--- src/rtl/fiber_pkg.sv ---
// Shared definitions for the power-unit fiber uplink (receiver and transmitter).
package fiber_pkg;
  localparam int BIT_CLKS_DEF     = 10;
  localparam int LINK_TIMEOUT_DEF = 2400;
  localparam int FRAME_SLOTS      = 57;
  localparam int DATA_BITS        = 24;

  typedef enum logic [1:0] {ST_IDLE, ST_START, ST_DATA, ST_STOP} rx_state_e;

  // Nibble sum of the payload, low 4 bits kept; must match the transmitter.
  function automatic logic [3:0] fiber_chk(input logic [11:0] volt, input logic [7:0] info);
    logic [6:0] sum;
    sum = 7'(volt[3:0]) + 7'(volt[7:4]) + 7'(volt[11:8]) + 7'(info[3:0]) + 7'(info[7:4]);
    return sum[3:0];
  endfunction
endpackage

--- src/rtl/fiber_rx_sync.sv ---
// 2-FF synchronizer for the fiber line; FIBER_RX_GLITCH_FILTER_EN adds a 2-of-3 majority filter.
module fiber_rx_sync (
  input  logic clk,
  input  logic rst_n,
  input  logic din,
  output logic rxs
);
  logic [1:0] ff;

  // Idle-high reset value so release of reset never looks like a start bit.
  always_ff @(posedge clk or negedge rst_n)
    if (!rst_n) ff <= 2'b11;
    else        ff <= {ff[0], din};

`ifdef FIBER_RX_GLITCH_FILTER_EN
  logic [1:0] hist;

  always_ff @(posedge clk or negedge rst_n)
    if (!rst_n) hist <= 2'b11;
    else        hist <= {hist[0], ff[1]};

  assign rxs = (ff[1] & hist[0]) | (ff[1] & hist[1]) | (hist[0] & hist[1]);
`else
  assign rxs = ff[1];
`endif
endmodule

--- src/rtl/fiber_rx.sv ---
// Fiber uplink receiver: deserializes start/volt/info/chk/stop frames, validates, supervises link.
// Optional FIBER_RX_GLITCH_FILTER_EN enables majority filtering in fiber_rx_sync.
module fiber_rx
  import fiber_pkg::*;
#(
  parameter int BIT_CLKS     = BIT_CLKS_DEF,
  parameter int LINK_TIMEOUT = LINK_TIMEOUT_DEF
) (
  input  logic        clk,
  input  logic        rst_n,
  input  logic        comm_r,
  output logic [11:0] udc_volt,
  output logic [7:0]  err_info,
  output logic        frame_vld,
  output logic        chk_err,
  output logic        frm_err,
  output logic        link_ok
);
  localparam int             PW        = $clog2(BIT_CLKS);
  localparam logic [PW-1:0]  SAMPLE_PH = PW'(BIT_CLKS / 2);
  localparam logic [PW-1:0]  LAST_PH   = PW'(BIT_CLKS - 1);
  localparam logic [4:0]     LAST_BIT  = 5'(DATA_BITS - 1);
  localparam logic [11:0]    LINK_MAX  = 12'(LINK_TIMEOUT);

  logic            rxs;
  rx_state_e       state, state_nxt;
  logic [PW-1:0]   phase;
  logic [4:0]      bit_cnt;
  logic [DATA_BITS-1:0] shreg;
  logic [11:0]     link_cnt;
  logic            sample, good, bad_chk, bad_stop;

  fiber_rx_sync u_sync (.clk(clk), .rst_n(rst_n), .din(comm_r), .rxs(rxs));

  assign sample = (phase == SAMPLE_PH);

  always_ff @(posedge clk or negedge rst_n)
    if (!rst_n) state <= ST_IDLE;
    else        state <= state_nxt;

  always_comb begin
    state_nxt = state;
    case (state)
      ST_IDLE:  if (!rxs) state_nxt = ST_START;
      ST_START: if (sample) state_nxt = rxs ? ST_IDLE : ST_DATA;
      ST_DATA:  if (sample && bit_cnt == LAST_BIT) state_nxt = ST_STOP;
      ST_STOP:  if (sample) state_nxt = ST_IDLE;
      default:  state_nxt = ST_IDLE;
    endcase
  end

  // Stop-slot verdict; at most one of the three can be set.
  always_comb begin
    good     = 1'b0;
    bad_chk  = 1'b0;
    bad_stop = 1'b0;
    if (state == ST_STOP && sample) begin
      if (!rxs)
        bad_stop = 1'b1;
      else if (shreg[3:0] == fiber_chk(shreg[23:12], shreg[11:4]))
        good = 1'b1;
      else
        bad_chk = 1'b1;
    end
  end

  // Phase is held at 0 in IDLE so the first START cycle begins a fresh bit.
  always_ff @(posedge clk or negedge rst_n)
    if (!rst_n) begin
      phase   <= '0;
      bit_cnt <= '0;
      shreg   <= '0;
    end else begin
      if (state == ST_IDLE)    phase <= '0;
      else if (phase == LAST_PH) phase <= '0;
      else                     phase <= phase + 1'b1;
      if (state == ST_START)   bit_cnt <= '0;
      else if (state == ST_DATA && sample) bit_cnt <= bit_cnt + 1'b1;
      if (state == ST_DATA && sample) shreg <= {shreg[DATA_BITS-2:0], rxs};
    end

  always_ff @(posedge clk or negedge rst_n)
    if (!rst_n) begin
      udc_volt  <= '0;
      err_info  <= '0;
      frame_vld <= 1'b0;
      chk_err   <= 1'b0;
      frm_err   <= 1'b0;
    end else begin
      frame_vld <= good;
      chk_err   <= bad_chk;
      frm_err   <= bad_stop;
      if (good) begin
        udc_volt <= shreg[23:12];
        err_info <= shreg[11:4];
      end
    end

  // A good frame takes priority over the timeout in the same cycle.
  always_ff @(posedge clk or negedge rst_n)
    if (!rst_n) begin
      link_cnt <= '0;
      link_ok  <= 1'b0;
    end else if (good) begin
      link_cnt <= '0;
      link_ok  <= 1'b1;
    end else begin
      if (link_cnt != LINK_MAX) link_cnt <= link_cnt + 1'b1;
      else                      link_ok  <= 1'b0;
    end
endmodule

--- config.mk ---
export PLATFORM = sky130hd
export DESIGN_NAME = fiber_rx
export DESIGN_NICKNAME = d
export VERILOG_FILES = /design/src/rtl/fiber_pkg.sv /design/src/rtl/fiber_rx_sync.sv /design/src/rtl/fiber_rx.sv
export SDC_FILE = /design/constraint.sdc
export NUM_CORES = 1
export LEC_CHECK = 0
export BUFFER_PORTS_ARGS = -buffer_cell sky130_fd_sc_hd__buf_2
export CAP_MARGIN = 20
export CORE_AREA = 5 5 86 88
export DETAILED_ROUTE_END_ITERATION = 16
export DIE_AREA = 0 0 91 93
export GPL_ROUTABILITY_DRIVEN = 0
export PLACE_DENSITY = 0.68
export RECOVER_POWER = 25
export SYNTH_ARGS = -nofsm -noshare
export SYNTH_HDL_FRONTEND = slang
export SYNTH_SLANG_ARGS = --single-unit
--- constraint.sdc ---
create_clock -name clk -period 4.7 [get_ports clk]
set_input_delay 0.47 -clock clk [delete_from_list [all_inputs] [get_ports clk]]
set_output_delay 0.47 -clock clk [all_outputs]
set_load 0.05 [all_outputs]
==> tab_implementation.tex <==
\begin{tabular}{lr}
\hline
Metric & Value \\
\hline
\multicolumn{2}{l}{\textbf{Clock tree}} \\
CTS tree & built \\
H-tree lvl count & 3 \\
Register clock-pin slew on the reported worst setup and hold paths & roughly 0.070 ns \\
Root Buffer Master & sky130\_fd\_sc\_hd\_\_clkbuf\_8 \\
Post-CTS Setup Bufs & 0 \\
Clock network latency to the later pin of the worst-skew pair & 0.35 ns \\
Number of gates resized after CTS & 0 \\
Clock sinks & 73 \\
Number of buffers created by CTS & 9 \\
Total of hold buffers inserted after clock tree synthesis & 0 \\
Bufs on Longest Clock Path & 2 \\
\multicolumn{2}{l}{\textbf{Die}} \\
Initial Util & 0.5109 \\
Die span in x & 91 microns \\
Standard cell core area & 6569 sq um \\
Total die area & 8463 sq um \\
Vertical extent of the die & 93 microns \\
Rows & 30 \\
Top-level port count & 27 \\
\multicolumn{2}{l}{\textbf{Logic synthesis}} \\
Post-synthesis xor/xnor area fraction & 0.07159 \\
Number of standard cells after synthesis & 250 \\
Most instantiated flip-flop cell in the synthesis netlist & sky130\_fd\_sc\_hd\_\_dfrtp\_1 \\
Async set-reset flop share out of synthesis & 1.000 \\
Multiplexer share of the synthesized area & 0.1652 \\
Post-synth design cell area & 3356 sq um \\
Adder-cell share of the synthesized area & 0.07755 \\
Yosys synthesis warning count & 0 \\
Count of flip-flops with a built-in enable after synthesis & 0 \\
Number of synthesized register bits & 73 \\
Register area share after synthesis & 0.5451 \\
Library cells used by synthesis & 35 \\
Avg Inst Size Synth & between 10 and 15 sq um \\
Simple-gate share of the synthesized area & 0.09284 \\
Combinational family with the most area after synthesis & multiplexers \\
Synthesized Nets & 269 \\
Compound-Gate Fraction of Synth Area & 0.02088 \\
\multicolumn{2}{l}{\textbf{Finish}} \\
Commonest cells after routing, fill and taps aside & sky130\_fd\_sc\_hd\_\_dfrtp\_1, sky130\_fd\_sc\_hd\_\_mux2\_2, sky130\_fd\_sc\_hd\_\_buf\_2, sky130\_fd\_sc\_hd\_\_nor2\_1, sky130\_fd\_sc\_hd\_\_mux2\_4 \\
Fraction of layout instances using a drive strength above 1 & 0.3125 \\
Most common cell after layout, fill and taps aside & sky130\_fd\_sc\_hd\_\_dfrtp\_1 \\
Fin nets & 302 \\
Number of diodes & 0 \\
Layout Utilization & 0.5709 \\
Number of fill cells in the layout & 537 \\
Area added between synthesis and finish & 11.75\% \\
\multicolumn{2}{l}{\textbf{Placement}} \\
HPWL after detailed placement & about 3.8 mm \\
Port Buffer Count & 26 \\
Worst setup slack after placement & approximately 0.38 ns \\
\multicolumn{2}{l}{\textbf{Timing}} \\
Tmin final & $\sim$4.3 ns \\
Worst hold-check slack & 0.2165 ns \\
Crit path setup slack, layout & between 0.4 and 0.5 ns \\
Highest Clock Rate & 232.6 MHz \\
TNS Setup & 0 ns \\
Worst slew slack as a fraction of its limit & -0.8028 \\
Final hold violations & 0 \\
RSZ-0062 raised after global routing & false \\
Slew Limit Fails & 53 \\
Finish-stage setup viols & 0 \\
Clock Skews & 0.01051 ns \\
Final critical-path share of the clock period & 0.9149 \\
Tightest Pin Transition & roughly 2.7 ns \\
\multicolumn{2}{l}{\textbf{Power}} \\
Cell internal pwr & 1.028 mW \\
Sw Ratio & 0.2983 \\
VDD IR-drop max & 195.8 uV \\
PD cells & just under 400 nW/um\^{}2 \\
Switch Pwr & 0.4370 mW \\
Part of the power in the clock network & 0.305 \\
Share of total power in combinational logic & 0.168 \\
Flop pwr share & 0.527 \\
Static Leak & 1.905 nW \\
\multicolumn{2}{l}{\textbf{Critical path}} \\
Endpoint required time on the critical path & approximately 4.9 ns \\
Classification of the worst setup path & register to register \\
Worst setup path endpoint & err\_info[2]\$\_DFFE\_PN0P\_ \\
Capture point of the worst reg-to-reg path & err\_info[2]\$\_DFFE\_PN0P\_ \\
Data arrival time of the critical path & 4.54 ns \\
Worst flop-to-flop path startpoint & shreg[5]\$\_DFFE\_PN0P\_ \\
Critical Path Source & shreg[5]\$\_DFFE\_PN0P\_ \\
Worst reg-to-reg path cell count & 14 \\
Critical Path Source Type & register \\
Worst reg2reg setup slack & 0.40 ns \\
Setup crit end kind & register \\
Critical Path Fanout Max & 32 \\
\multicolumn{2}{l}{\textbf{Global routing}} \\
Antenna violations before repair & 0 \\
Via count of the first global-routing pass & 1967 \\
Total global routing overflow & 0 \\
GRT Util Overall & 0.1491 \\
Largest net degree at the start of global routing & 53 \\
Global-route wire length before repair & about 10 mm \\
\multicolumn{2}{l}{\textbf{Route}} \\
Initial detailed-routing violation count & 20 \\
Number of vias after detailed routing & 1886 \\
Vias/cell & 5.125 \\
DR WL/cell & $\sim$15 microns \\
Final WL & about 5.5 mm \\
Number of detailed-route iterations in the first pass & 4 \\
Antenna Violating Nets Remaining & 0 \\
Drc violations & 0 \\
\multicolumn{2}{l}{\textbf{Run status}} \\
Failing checks & max-capacitance violations, max-slew violations \\
Result of the run & complete, but fails checks \\
\multicolumn{2}{l}{\textbf{Run}} \\
Reported max-cap violation count & 1 \\
\multicolumn{2}{l}{\textbf{Worst hold path}} \\
Class of the most critical hold timing path & input pin to register \\
\hline
\end{tabular}
==> power groups by stage <==
stage | combinational, mW | sequential, mW | clock (mW)
3_5_place_dp | 0.252 | 0.784 | 0
4_1_cts | 0.253 | 0.772 | 0.465
5_1_grt | 0.285 | 0.783 | 0.496
6_report | 0.246 | 0.772 | 0.447
3_3_place_gp | 0.246 | 0.780 | 0
2_1_floorplan | 0.185 | 0.784 | 0
==> layer usage <==
layer / GRT usage / share of wire / vias to the layer above
met4: 0.07702 / 0.023 / 0
met1: 0.2044 / 0.48 / 929
met5: 0 / 0 / -
met2: 0.2181 / 0.46 / 24
met3: 0.03942 / 0.033 / 11
li1: - / - / 922
==> cell usage after synthesis, types with 3 or more instances <==
master                      n  area, sq um
sky130_fd_sc_hd__nand2_1   10        37.54
sky130_fd_sc_hd__mux2_2    27        304.0
sky130_fd_sc_hd__dfrtp_1   71         1777
sky130_fd_sc_hd__nand4b_1   3        26.28
sky130_fd_sc_hd__xnor2_1   12        105.1
sky130_fd_sc_hd__ha_1       8        100.1
sky130_fd_sc_hd__inv_1     11        41.29
sky130_fd_sc_hd__nor2_1    24        90.09
sky130_fd_sc_hd__nand4_1    3        18.77
sky130_fd_sc_hd__buf_6      3        33.78
sky130_fd_sc_hd__mux2_4    16        240.2
sky130_fd_sc_hd__o21ai_0    7        35.03
sky130_fd_sc_hd__xor2_1    11        96.34
sky130_fd_sc_hd__fa_1       8        160.2
sky130_fd_sc_hd__clkbuf_1   3        11.26
sky130_fd_sc_hd__nand3_1    9        45.04
sky130_fd_sc_hd__and3_1     3        18.77
==> worst min-delay path by stage <==
| stage | slack, ns | cells after the start | to | start |
|---|---|---|---|---|
| 2_1_floorplan | 0.17 | 0 | async pin | rst_n |
| 3_3_place_gp | 0.35 | 0 | u_sync.ff[1]$_DFF_PN1_ | u_sync.ff[0]$_DFF_PN1_ |
| 3_5_place_dp | 0.35 | 0 | u_sync.ff[1]$_DFF_PN1_ | u_sync.ff[0]$_DFF_PN1_ |
| 4_1_cts | 0.08 | 1 | link_cnt[9]$_DFFE_PN0P_ | rst_n |
| 5_1_grt | 0.19 | 1 | u_sync.ff[0]$_DFF_PN1_ | comm_r |
| 6_report | 0.22 | 1 | u_sync.ff[0]$_DFF_PN1_ | comm_r |
==> layout make-up <==
type                       count  area, sq um  share of cell area
sequential                    73         1829              0.4878
inverter                      11        41.29             0.01101
clock inverter                 4        27.53            0.007341
clock buffer                  12        155.1             0.04137
timing repair buffer          29        160.2             0.04271
multi-input combinational    159         1436              0.3830
tap                           80        100.1             0.02669
==> registers in the layout, summed over array words and instances, names as in the netlist, 2 cells and up, named ones only <==
| name | cells |
|---|---|
| bit_cnt | 5 |
| err_info | 8 |
| link_cnt | 12 |
| phase | 4 |
| shreg | 24 |
| u_sync.ff | 2 |
| udc_volt | 12 |
==> through the flow <==
step | cell area [sq um] | total power, mW | cells
3_5_place_dp | 3572 | 1.036 | 352
4_1_cts | 3755 | 1.489 | 368
2_1_floorplan | 3356 | 0.9696 | 250
6_report | 3750 | 1.465 | 368
5_1_grt | 3750 | 1.565 | 368
3_3_place_gp | 3572 | 1.026 | 352
==> cells by family (layout without fill, tap and decap cells) <==
logic type	after synthesis	in the layout
flip-flops	73	73
AND/OR/NAND/NOR	62	62
multiplexers	44	44
XOR/XNOR	25	25
buffers and inverters	18	56
adder cells (fa/ha/maj)	16	16
AO/OA/AOI/OAI	12	12
==> worst max-delay path, stage by stage (launching register included) <==
cell and delay (ns):
sky130_fd_sc_hd__dfrtp_1 0.42, sky130_fd_sc_hd__fa_1 0.51, sky130_fd_sc_hd__fa_1 0.52, sky130_fd_sc_hd__inv_1 0.06, sky130_fd_sc_hd__fa_1 0.45, sky130_fd_sc_hd__inv_1 0.07, sky130_fd_sc_hd__ha_1 0.14, sky130_fd_sc_hd__inv_1 0.05
sky130_fd_sc_hd__fa_1 0.37, sky130_fd_sc_hd__xnor2_1 0.21, sky130_fd_sc_hd__xnor3_1 0.37, sky130_fd_sc_hd__xnor2_2 0.18, sky130_fd_sc_hd__nor3_4 0.21, sky130_fd_sc_hd__buf_12 0.25, sky130_fd_sc_hd__mux2_2 0.36
Power figures use the tool's default switching activity.
